### src/rtl/pid_mul_scheduler.sv
// Round-robin arbiter sharing one 6x6 sequential shift-add multiplier among the
// P, I and D gain stages; returns a 12-bit product with a per-requester done pulse.
module pid_mul_scheduler (
    input  logic        clk,
    input  logic        rst,
    input  logic        ena,
    input  logic [2:0]  req,
    input  logic [17:0] op_a,
    input  logic [17:0] op_b,
    output logic [2:0]  grant,
    output logic        busy,
    output logic [2:0]  done,
    output logic [11:0] product
);

    localparam logic [1:0] ST_IDLE = 2'd0;
    localparam logic [1:0] ST_BUSY = 2'd1;
    localparam logic [1:0] ST_DONE = 2'd2;

    logic [1:0]  state_q, state_d;
    logic [1:0]  last_q, last_d;
    logic [1:0]  win_q, win_d;
    logic [2:0]  grant_q, grant_d;
    logic [5:0]  a_q, a_d;
    logic [5:0]  b_q, b_d;
    logic [11:0] acc_q, acc_d;
    logic [2:0]  cnt_q, cnt_d;
    logic [11:0] product_q, product_d;
    logic [2:0]  done_q, done_d;
    logic        busy_q, busy_d;

    logic [1:0]  pick_s;
    logic [7:0]  b_ext_s;
    logic [11:0] step_s;

    // Search starts just after the last winner, wrapping 2 -> 0.
    function automatic logic [1:0] rr_pick(input logic [2:0] r, input logic [1:0] l);
        logic [1:0] idx;
        logic       found;
        rr_pick = 2'd0;
        found   = 1'b0;
        idx     = l;
        for (int i = 0; i < 3; i++) begin
            idx = (idx == 2'd2) ? 2'd0 : idx + 2'd1;
            if (!found && r[idx]) begin
                rr_pick = idx;
                found   = 1'b1;
            end
        end
    endfunction

    function automatic logic [5:0] lane(input logic [17:0] v, input logic [1:0] i);
        case (i)
            2'd0:    lane = v[5:0];
            2'd1:    lane = v[11:6];
            default: lane = v[17:12];
        endcase
    endfunction

    // Next-state, datapath and output register computation.
    always_comb begin
        state_d   = state_q;
        last_d    = last_q;
        win_d     = win_q;
        grant_d   = grant_q;
        a_d       = a_q;
        b_d       = b_q;
        acc_d     = acc_q;
        cnt_d     = cnt_q;
        product_d = product_q;
        done_d    = done_q;

        pick_s  = rr_pick(req, last_q);
        b_ext_s = {2'b00, b_q};
        if (b_ext_s[cnt_q]) begin
            step_s = acc_q + ({6'd0, a_q} << cnt_q);
        end else begin
            step_s = acc_q;
        end

        if (ena) begin
            case (state_q)
                ST_IDLE: begin
                    if (req != 3'b000) begin
                        state_d = ST_BUSY;
                        win_d   = pick_s;
                        grant_d = 3'b001 << pick_s;
                        a_d     = lane(op_a, pick_s);
                        b_d     = lane(op_b, pick_s);
                        acc_d   = 12'd0;
                        cnt_d   = 3'd0;
                    end else begin
                        state_d = ST_IDLE;
                    end
                end
                ST_BUSY: begin
                    acc_d = step_s;
                    if (cnt_q == 3'd5) begin
                        state_d   = ST_DONE;
                        product_d = step_s;
                        done_d    = grant_q;
                    end else begin
                        cnt_d = cnt_q + 3'd1;
                    end
                end
                ST_DONE: begin
                    state_d = ST_IDLE;
                    grant_d = 3'b000;
                    done_d  = 3'b000;
                    last_d  = win_q;
                end
                default: begin
                    state_d = ST_IDLE;
                    grant_d = 3'b000;
                    done_d  = 3'b000;
                end
            endcase
        end else begin
            state_d = state_q;
        end

        busy_d = (state_d != ST_IDLE);
    end

    // State registers with synchronous reset; last starts at D so P wins first.
    always_ff @(posedge clk) begin
        if (rst) begin
            state_q   <= ST_IDLE;
            last_q    <= 2'd2;
            win_q     <= 2'd0;
            grant_q   <= 3'b000;
            a_q       <= 6'd0;
            b_q       <= 6'd0;
            acc_q     <= 12'd0;
            cnt_q     <= 3'd0;
            product_q <= 12'd0;
            done_q    <= 3'b000;
            busy_q    <= 1'b0;
        end else begin
            state_q   <= state_d;
            last_q    <= last_d;
            win_q     <= win_d;
            grant_q   <= grant_d;
            a_q       <= a_d;
            b_q       <= b_d;
            acc_q     <= acc_d;
            cnt_q     <= cnt_d;
            product_q <= product_d;
            done_q    <= done_d;
            busy_q    <= busy_d;
        end
    end

    assign grant   = grant_q;
    assign busy    = busy_q;
    assign done    = done_q;
    assign product = product_q;

endmodule
### config.mk
export PLATFORM = sky130hd
export DESIGN_NAME = pid_mul_scheduler
export DESIGN_NICKNAME = d
export VERILOG_FILES = /design/src/rtl/pid_mul_scheduler.sv
export SDC_FILE = /design/constraint.sdc
export NUM_CORES = 1
export LEC_CHECK = 0
export BUFFER_PORTS_ARGS = -buffer_cell sky130_fd_sc_hd__buf_2
export CAP_MARGIN = 40
export CORE_MARGIN = 2
export CORE_UTILIZATION = 45
export DETAILED_ROUTE_END_ITERATION = 10
export GPL_TIMING_DRIVEN = 1
export PLACE_DENSITY = 0.7
export SYNTH_ARGS = -nofsm -noshare
export SYNTH_HDL_FRONTEND = slang
export SYNTH_SLANG_ARGS = --single-unit
### constraint.sdc
create_clock -name clk -period 2.7 [get_ports clk]
set_input_delay 0.54 -clock clk [delete_from_list [all_inputs] [get_ports clk]]
set_output_delay 0.54 -clock clk [all_outputs]
set_load 0.02 [all_outputs]
=== Yosys cells after proc, flatten, opt, wreduce, memory -nomap -nowiden ===
Index checks and enable logic that the tools add are counted.

* Shift-type cells: 2
* Order comparisons: 4
* Add/subtract/negate cells: 5
* Bitwise operators: 2
* Mux-type cells: 32
* Eq/ne operators: 10
* Reduce and logical (&&, ||, !) cells: 16

{| class="wikitable"
|+ Operators with widths
! kind !! count
|-
| 2-to-1 mux 12 bit || 2
|-
| one-hot mux 12 bit (2 select lines) || 1
|-
| one-hot mux 6 bit (2 select lines) || 2
|-
| one-hot mux 3 bit (2 select lines) || 3
|-
| 2-to-1 mux 2 bit || 8
|-
| AND reduction 3 bit || 5
|-
| adder 12 bit || 1
|-
| 2-to-1 mux 3 bit || 4
|-
| left shift 6 x 3 -> 12 bit || 1
|-
| less-than comparator 2 x 3 -> 1 bit, second input constant || 3
|-
| == test 2 bit, second input constant || 4
|-
| 2-to-1 mux 1 bit || 7
|-
| adder 2 x 1 -> 2 bit, second input constant || 3
|-
| binary-select mux 1 bit (select 2 bit) || 3
|-
| != test 2 bit, second input constant || 3
|-
| == test 2 x 1 -> 1 bit, second input constant || 2
|-
| logical NOT 2 bit || 2
|-
| less-than comparator 3 x 4 -> 1 bit, second input constant || 1
|-
| one-hot mux 2 bit (2 select lines) || 1
|-
| AND reduction 4 bit || 1
|-
| nonzero test 2 bit || 2
|-
| adder 3 x 1 -> 3 bit, second input constant || 1
|-
| binary-select mux 1 bit (select 3 bit) || 1
|-
| == test 3 bit, second input constant || 1
|-
| 6 further kinds || 9
|}

* Logic and storage cells: 82
* Register bits after elaboration: 52

=== Longest topological paths before layout ===
Gate-level depths: netlist of the first run.

* Word-level depth: 14
* Mapped depth: 13
* Mapped depth without buffers: 11

=== Least setup slack after synthesis of the first run ===
OpenSTA, ideal clock, no wires.

* Path kind: register to register
* Start point: register cnt_q[1]
* End point: register product_q[8] (netlist: product[8])
* Period minus slack after synthesis: 2,880 ps
* Arrival: 2,744 ps
* Cell stages (with the launch flop): 13
* Library setup time: 136 ps
* Path buffers: 1
* Slack: -180 ps
* Cells stage by stage: dfxtp_1 > clkbuf_1 > mux2i_1 > nor2_1 > a31oi_1 > nor2_1 > ha_1 > nor2b_1 > o21a_1 > a311o_2 > o31ai_4 > mux2i_1 > a31oi_1

* Longest elaborated chain between the ends: 3
* Elaborated cells on any way between the ends: 7
* Classes of those cells: add/sub: 1; eq/ne: 1; shift: 1; mux: 3; reduce/logical: 1

{| class="wikitable"
|+ Ends and longest elaborated chain
! what !! RTL line !! source
|-
| start: declaration || 27 || <nowiki>logic [2:0] cnt_q, cnt_d;</nowiki>
|-
| start signal: assignment || 147 || <nowiki>cnt_q <= cnt_d;</nowiki>
|-
| left shift 6 x 3 -> 12 bit / binary-select mux 1 bit (select 3 bit) (equally long branches) || 76, 75 ||
|-
| adder 12 bit / 2-to-1 mux 1 bit (equally long branches) || 76, 75 ||
|-
| 2-to-1 mux 12 bit || 75 || <nowiki>if (b_ext_s[cnt_q]) begin</nowiki>
|-
| end signal: assignment || 148 || <nowiki>product_q <= product_d;</nowiki>
|-
| end: declaration || 28 || <nowiki>logic [11:0] product_q, product_d;</nowiki>
|}

Several ways; a longest one is shown, not always the timed one. The select of a mux whose other input is x is not followed.
A chain may end at the register's enable or synchronous reset.

=== Final worst setup path of the first run ===
* Start point: register cnt_q[1]
* End point: register acc_q[8]

* Longest elaborated chain between the ends: 4
* Elaborated cells on any way between the ends: 6
* Classes of those cells: add/sub: 1; shift: 1; mux: 4

{| class="wikitable"
|+ Ends and longest elaborated chain
! what !! RTL line !! source
|-
| left shift 6 x 3 -> 12 bit / binary-select mux 1 bit (select 3 bit) (equally long branches) || 76, 75 ||
|-
| adder 12 bit / 2-to-1 mux 1 bit (equally long branches) || 76, 75 ||
|-
| 2-to-1 mux 12 bit (*) || 75 ||
|-
| one-hot mux 12 bit (2 select lines) (*) || 82 || <nowiki>case (state_q)</nowiki>
|-
| end signal: assignment || 134 || <nowiki>acc_q <= 12'd0;</nowiki>
|-
| end signal: assignment || 146 || <nowiki>acc_q <= acc_d;</nowiki>
|-
| end: declaration || 26 || <nowiki>logic [11:0] acc_q, acc_d;</nowiki>
|}

Every way passes the cells marked *; elsewhere a longest branch is shown, timed or not. The select of a mux whose other input is x is not followed.

==> results of run 1 <==
-- cells by family after synthesis --
kind of cell             Yosys count  synth area share (%)
AO/OA/AOI/OAI                    125                  28.2
XOR/XNOR                          10                  2.85
adder cells (fa/ha/maj)           14                  5.94
buffers and inverters             31                  4.80
flip-flops                        52                  33.9
multiplexers                      21                  7.45
AND/OR/NAND/NOR                  107                  16.9
-- worst paths after layout --
kind         startpoint    endpoint  slack [ns]  cells past startpoint
max            cnt_q[1]    acc_q[8]        0.06                     11
min             op_a[3]      a_q[3]        0.47                      3
max reg2reg    cnt_q[1]    acc_q[8]        0.06                     11
min reg2reg  product[1]  product[1]        0.47                      2
-- worst min-delay path, cell delays in order --
cell                      delay, ns
sky130_fd_sc_hd__buf_2         0.09
sky130_fd_sc_hd__nand2_1       0.05
sky130_fd_sc_hd__a31oi_1       0.07
-- state kept, by name, summed over array words and instances, names as in the netlist --
| register | flops |
|---|---|
| state_q | 2 |
| win_q | 2 |
| done | 3 |
| grant | 3 |
| busy | 1 |
| b_q | 6 |
| cnt_q | 3 |
| acc_q | 12 |
| a_q | 6 |
| product | 12 |
| last_q | 2 |
-- layer usage --
layer | global-route usage, % | vias up
met1 | 26.0 | 1318
li1 | - | 1469
met3 | 4.38 | 6
met2 | 34.1 | 85
met5 | 0 | -
met4 | 5.40 | 0
-- cell usage in the layout, fill, tap and decap left out, types with 7 or more instances in the layout --
cell type / count
sky130_fd_sc_hd__a21oi_1: 24
sky130_fd_sc_hd__inv_1: 7
sky130_fd_sc_hd__xnor2_1: 8
sky130_fd_sc_hd__buf_2: 60
sky130_fd_sc_hd__nor3_1: 9
sky130_fd_sc_hd__mux2i_1: 15
sky130_fd_sc_hd__dfxtp_1: 50
sky130_fd_sc_hd__o21ai_0: 26
sky130_fd_sc_hd__ha_1: 13
sky130_fd_sc_hd__nand2_1: 32
sky130_fd_sc_hd__a31oi_1: 16
sky130_fd_sc_hd__and3_1: 7
sky130_fd_sc_hd__a22oi_1: 21
sky130_fd_sc_hd__buf_4: 25
sky130_fd_sc_hd__nor2_1: 32
-- cell type report --
class                   instances  share of cell area [%]
clock inverters                 3                   0.755
flip-flops and latches         52                    28.7
multi-input cells             277                    51.7
inverters                       8                   0.824
clock buffers                   5                    1.89
well taps                      80                    2.75
repair buffers                 85                    13.4
-- power breakdown --
part | internal [mW] | switching [mW]
Sequential | 0.789 | 0.0189
Combinational | 0.103 | 0.134
Clock | 0.191 | 0.279
Total | 1.08 | 0.432
-- metrics by stage --
stage                     instances  power (mW)
after floorplan                 360       0.979
after global placement          502        1.06
after detailed placement        502        1.06
after CTS                       510        1.52
after global routing            510        1.59
final                           510        1.51
==> results.md, run 1 <==
Die:
- The die outline area is between 7000 and 8000 um2.
- The core region is 6680 um2.
- For this configuration, the core starts out at a cell density of 46.0%.
- The die extent in y is 86.6 um.
- The floorplan row count is 30.
- 61 I/O pins were placed.
- The horizontal die dimension is between 80 and 90 um.

Final layout:
- The share of the core filled with cells in the final layout is 54.6%.
- In the final layout, flip-flops and latches occupy around 1000 um2.
- The area overhead of the layout relative to synthesis is 18.6%.
- The ratio of cells with drive above 1 in the final layout is between 20% and 30%.
- The total of fill cells in the finished design is 640.
- After the last flow step, the layout net total stands at 485.
- The final instance area is 3650 um2.
- The number of antenna diodes in the final layout is 0.
- The multi-input combinational cells in the finished layout cover a total of 1890 um2.

Routing:
- The count of nets left with antenna violations after detail routing is 0.
- The met1 wire length is 3340 um.
- For this run, design rule violations remaining after detail routing come to 0.
- After detailed routing, no signal wire sits above met4.
- Summed over all nets, wire length on met2 after detailed routing comes to 3550 um.
- In the detailed route, the total length drawn on met3 is 333 um.
- In this run, the number of DRC markers left after iteration 0 of detailed routing was 138.
- The via count of the routed design is between 2k and 3k.
- The average via count per standard cell is 5.64.
- In the final routed layout, each cell accounts on average for between 10 and 15 um.
- The number of optimization iterations in the first detailed-route pass is 4.
- The detailed-route wire length is 7290 um.

Timing:
- The worst-case setup margin in the final layout is 0.0648 ns.
- Static timing analysis puts the maximum clock frequency at 379 MHz.
- The count of pins over their slew limit is 0.
- On the final layout, the worst hold slack is around 0.47 ns.
- The worst path uses 97.6% of the clock period.
- The worst pin sits at a relative slew slack of a little under three fifths.
- Setup violations remaining at the end of the flow were counted as 0.
- Setup repair after global routing could not meet its margin everywhere.
- For the pin with the worst max-slew slack, the measured transition is 0.641 ns.
- The final count of hold timing violations is 0.
- The smallest clock period supported by the final layout is computed as 2.64 ns.
- The post-route setup TNS is 0 ns.
- The clock skew is between 0.006 and 0.007 ns.

Clock tree:
- Clock-pin slew was measured on the worst setup and hold paths at 0.10 ns.
- The count of clock tree sinks is 52.
- The post-CTS setup buffer count is 0.
- Buffers inserted to repair hold after CTS numbered 0.
- The clock tree buffer depth is 2.
- The number of gates given a new drive strength after cts is 0.
- Buffers inserted during clock tree synthesis total 5.
- The cell at the root of the clock tree is sky130_fd_sc_hd__clkbuf_8.
- The TritonCTS clock tree is done.
- In this run the number of H-tree levels came out at 2.
- Clock latency on the worst-skew pair, taken at its later pin, is 0.31 ns.

GRT:
- The pin count of the biggest net entering global routing is 31.
- The first-pass GRT wire length is between 10000 and 15000 um.
- The remaining global-route overflow is 0.
- The number of antenna violations at the first check in global routing was 0.
- The overall routing resource usage is 20.2%.
- The via count of the first global-routing pass came to 2740.

Worst setup path:
- The delay contributed by the slowest stage of the critical path is 0.38 ns.
- The kind of cell adding the most delay to the critical path is compound AO/OA/AOI/OAI gates.
- The endpoint arrival time on the critical path is between 2 and 3 ns.
- The largest driver fanout on the critical path is 5.
- The number of buffer and inverter instances along the worst setup path is 1.
- The critical path endpoint category is a flop.
- Walking the worst path, the cells encountered are buf_4, mux2i_1, mux2_2, o22ai_1, ha_1, a21oi_1, nor2b_1, a311o_2, o31ai_4, xnor2_1, a32o_1.
- The critical path start-end classification is flop to flop.
- The startpoint type of the worst setup path is a flop.
- For this design, the slowest cell found on the critical path is sky130_fd_sc_hd__a311o_2.
- STA puts the critical path data required time at 2.91 ns.

Synthesis:
- The post-synthesis area per instance is 8.54 um2.
- The share of the yosys chip area belonging to registers is 33.9%.
- The most frequent cell after synthesis is sky130_fd_sc_hd__dfxtp_1.
- The fraction of post-synthesis cell area in the top cell type by area is around 34%.
- After technology mapping, the gate count stands at 360.
- The cell area after synthesis is slightly above 3000 um2.
- The total nets after synthesis is 416.
- The most used flip-flop cell after synthesis is sky130_fd_sc_hd__dfxtp_1.
- The post-synthesis cell type with the largest combined area is sky130_fd_sc_hd__dfxtp_1.
- Counting flops with an async set or reset pin after synthesis yields a share of 0%.
- The number of enable-type register cells in the synthesized netlist is 0.
- The number of warnings issued by yosys is 0.
- In this run, distinct cell masters in the synthesized netlist total 60.
- The flip-flop and latch count after synthesis is 52.
- By area the synthesized netlist is led by sky130_fd_sc_hd__dfxtp_1 (34%), sky130_fd_sc_hd__ha_1 (5.3%), sky130_fd_sc_hd__a22oi_1 (5.1%).
- By count the netlist is led by sky130_fd_sc_hd__dfxtp_1 (52), sky130_fd_sc_hd__nand2_1 (32), sky130_fd_sc_hd__nor2_1 (32).

Power:
- The peak ir drop on the vdd network is 0.000276 V.
- The total power divided by cell area is 415 nW/um2.
- Summed over all cells, the static leakage comes to around 1.6 nW.

Placement:
- The congestion estimate from routability-driven global placement came to 0.944.
- Detailed placement ended at an HPWL of 5670 um.
- The cell area after placement is 3540 um2.
- Before CTS, the worst setup slack after placement is 0.0257 ns.
- In this run the tool buffered the top-level ports with 60 buffer cells.

Hold path:
- The worst hold path class is input pin to flop.

Status:
- The flow ran to the end, and the final reports show no timing, DRC or antenna violations.

Job:
- The number of max-cap violations is 0.
No activity file was read; power rests on OpenSTA's default activity.
==> run 2: changes to the inputs <==
--- a/config.mk
+++ b/config.mk
@@ -10,8 +10,8 @@
 export CORE_MARGIN = 2
 export CORE_UTILIZATION = 45
 export DETAILED_ROUTE_END_ITERATION = 10
-export GPL_TIMING_DRIVEN = 1
 export PLACE_DENSITY = 0.7
+export SLEW_MARGIN = 40
 export SYNTH_ARGS = -nofsm -noshare
 export SYNTH_HDL_FRONTEND = slang
 export SYNTH_SLANG_ARGS = --single-unit
==> constraint.sdc (replaced) <==
create_clock -name clk -period 2.7 [get_ports clk]
set_input_delay 0.81 -clock clk [delete_from_list [all_inputs] [get_ports clk]]
set_output_delay 0.81 -clock clk [all_outputs]
set_load 0.02 [all_outputs]
==> results.md, run 2 (same netlist as run 1, synthesis figures left out) <==
Clock tree:
- The number of clock buffers inserted by TritonCTS is 5.
- TritonCTS built the clock tree.
- Clock tree synthesis selected as its root buffer the cell sky130_fd_sc_hd__clkbuf_8.
- The clock reaches the later pin of the worst-skew pair after 0.31 ns.
- The clock passes through at most 2 buffers.
- The clock-pin slew on the worst setup and hold paths is 0.10 ns.
- The H-tree depth reported by CTS is 2.
- The number of buffers inserted for hold repair after clock tree synthesis is 0.
- The count of clock tree sinks is 52.

Die:
- The die is 86.6 um tall.
- The starting utilization of the core area is between 40 and 50%.
- The floorplan row count is 30.
- Pin placement for this block handled 61 I/O pins.
- The die covers 7510 um2.
- After floorplanning, the core was sized to cover roughly 6700 um2.
- The horizontal die dimension is 86.6 um.

Final layout:
- The post-route netlist has 29.2% of its cells at a drive strength greater than 1.
- The share of the core filled with cells in the final layout is 55.8%.
- The most common cell after layout, fill and taps aside is sky130_fd_sc_hd__buf_2.
- The final antenna diode count is 0.
- The area overhead of the layout relative to synthesis is 21.3%.
- The top cell types in the final layout, fill and taps aside, are sky130_fd_sc_hd__buf_2 (60), sky130_fd_sc_hd__dfxtp_1 (50), sky130_fd_sc_hd__nand2_1 (32), sky130_fd_sc_hd__nor2_1 (32), sky130_fd_sc_hd__buf_4 (30).
- The layout net count is just under 500.
- For this run, the number of standard cells in the final layout without fillers is 515.

Routing:
- The DRC violation count after routing is 0.
- The via count of the routed design is 2894.
- The pre-antenna-repair detailed-routing pass consisted of 4 iterations.
- For this block, wires on met1 add up to 3340 um.
- Dividing the detail-routed wire length by the instance count gives 14.5 um.
- The detailed router used layers up to and including met4.
- The count of nets left with antenna violations after detail routing is 0.
- After the first detailed-routing iteration, the DRC count stood at about 150.
- The routed design uses 3620 um of met2 wire.
- After detailed routing, the met3 layer carries around 340 um of wire.
- The detailed-route wire length is 7450 um.
- In the routed layout, each cell is associated on average with a via count of about 5.6.

Worst setup path:
- The startpoint type of the worst setup path is a flop.
- The slack of the worst reg-to-reg path is approximately 0.028 ns.
- The endpoint arrival time on the critical path is 2.86 ns.
- The worst setup path is captured at a flop.
- The critical path in this run is classified as flop to flop.
- The required time of the worst setup path is 2.89 ns.
- The largest driver fanout on the critical path is 5.

Timing:
- The minimum clock period after layout is 2.67 ns.
- The count of pins over their slew limit is 0.
- The transition time at the pin with the least slew margin is approximately 0.77 ns.
- The worst relative slew slack is 48.7%.
- For this run, the top clock speed supported by timing is 374 MHz.
- Setup repair after global routing could not meet its margin everywhere.
- After layout, the worst path uses 99.0% of the clock period.
- The final count of hold timing violations is 0.
- The post-route setup TNS is 0 ns.
- Between clock sinks in the finished design, the worst skew comes to 0.00953 ns.
- The total setup violations reported at the end of the flow is 0.

GRT:
- Entering global routing, the biggest net connects 30 pins.
- The number of antenna violations at the first check in global routing is 0.
- The via count of the first global-routing pass is 2801.
- The first-pass GRT wire length is 12700 um.
- Global routing consumed, over all layers together, 20.9% of the routing resources.
- After global routing the overflow that remains totals 0.

Placement:
- The count of buffers added on input and output ports is 60.
- In this run, placement finished with an instance count of between 500 and 600.
- The half-perimeter wire length after detailed placement is 5830 um.
- The final RePlAce weighted congestion is 0.928.

Hold path:
- The worst hold path class is flop to flop.

Status:
- The flow ran to the end, and the final reports show no timing, DRC or antenna violations.

Power:
- The leakage component of the power is 1.67 nW.
- The peak ir drop on the vdd network is about 0.00025 V.
- Summing internal, switching and leakage power gives about 1.5 mW.
- The total power divided by cell area is 410 nW/um2.

Job:
- The number of max-cap violations is 0.
run 2: cell count changes in the layout (fill, tap and decap cells not counted), sizes merged:
cell      delta
clkinvlp     -1
buf          +5
clkbuf       +1
run 2: routing by layer:
layer	vias up	global-route usage (%)
met5	-	0
met4	0	6.96
met3	14	3.71
met2	77	36.3
met1	1328	26.1
li1	1475	-
run 2: final cells by class:
class | instances | area, um2
clock buffer | 6 | 82.6
multi-input combinational | 277 | 1930
timing repair buffer | 90 | 526
inverter | 8 | 30.0
tap | 80 | 100
fill | 625 | 2960
clock inverter | 2 | 13.8
sequential | 52 | 1050
run 2: worst max-delay path, cell delays in order (launching register included):
cell,delay (ns)
sky130_fd_sc_hd__dfxtp_4,0.38
sky130_fd_sc_hd__buf_4,0.15
sky130_fd_sc_hd__mux2i_2,0.15
sky130_fd_sc_hd__mux2_4,0.29
sky130_fd_sc_hd__o22ai_2,0.15
sky130_fd_sc_hd__ha_1,0.26
sky130_fd_sc_hd__a21oi_1,0.13
sky130_fd_sc_hd__nor2b_1,0.06
sky130_fd_sc_hd__a311o_2,0.41
sky130_fd_sc_hd__o31ai_4,0.28
sky130_fd_sc_hd__mux2i_1,0.21
sky130_fd_sc_hd__a31oi_1,0.08
run 2: what timing repair did:
item,4_1_cts,5_1_grt
setup buffers,0,3
hold endpoints to repair,0,0
pin swaps,0,6
setup endpoints to repair,2,13
resized for setup,1,14
run 2: final timing paths:
check	cells past startpoint	startpoint	end
min reg2reg	2	product[1]	product[1]
min	2	product[1]	product[1]
max reg2reg	11	cnt_q[1]	product[8]
max	11	cnt_q[1]	product[8]
run 2: report_power, final:
group          total [mW]  leakage (nW)  internal (mW)  switching, mW
sequential          0.809         0.424          0.789         0.0202
combinational       0.246          1.19          0.109          0.137
clock               0.472        0.0516          0.210          0.262
total                1.53          1.67           1.11          0.419
run 2: stage by stage:
step                      setup WS (ns)  area [um2]  hold WS (ns)
after floorplan                  0.0171        3080         0.441
after global placement           0.0530        3560         0.438
after detailed placement         0.0118        3560         0.445
after CTS                        0.0246        3660         0.461
after global routing             -0.117        3730         0.496
final                            0.0276        3730         0.455
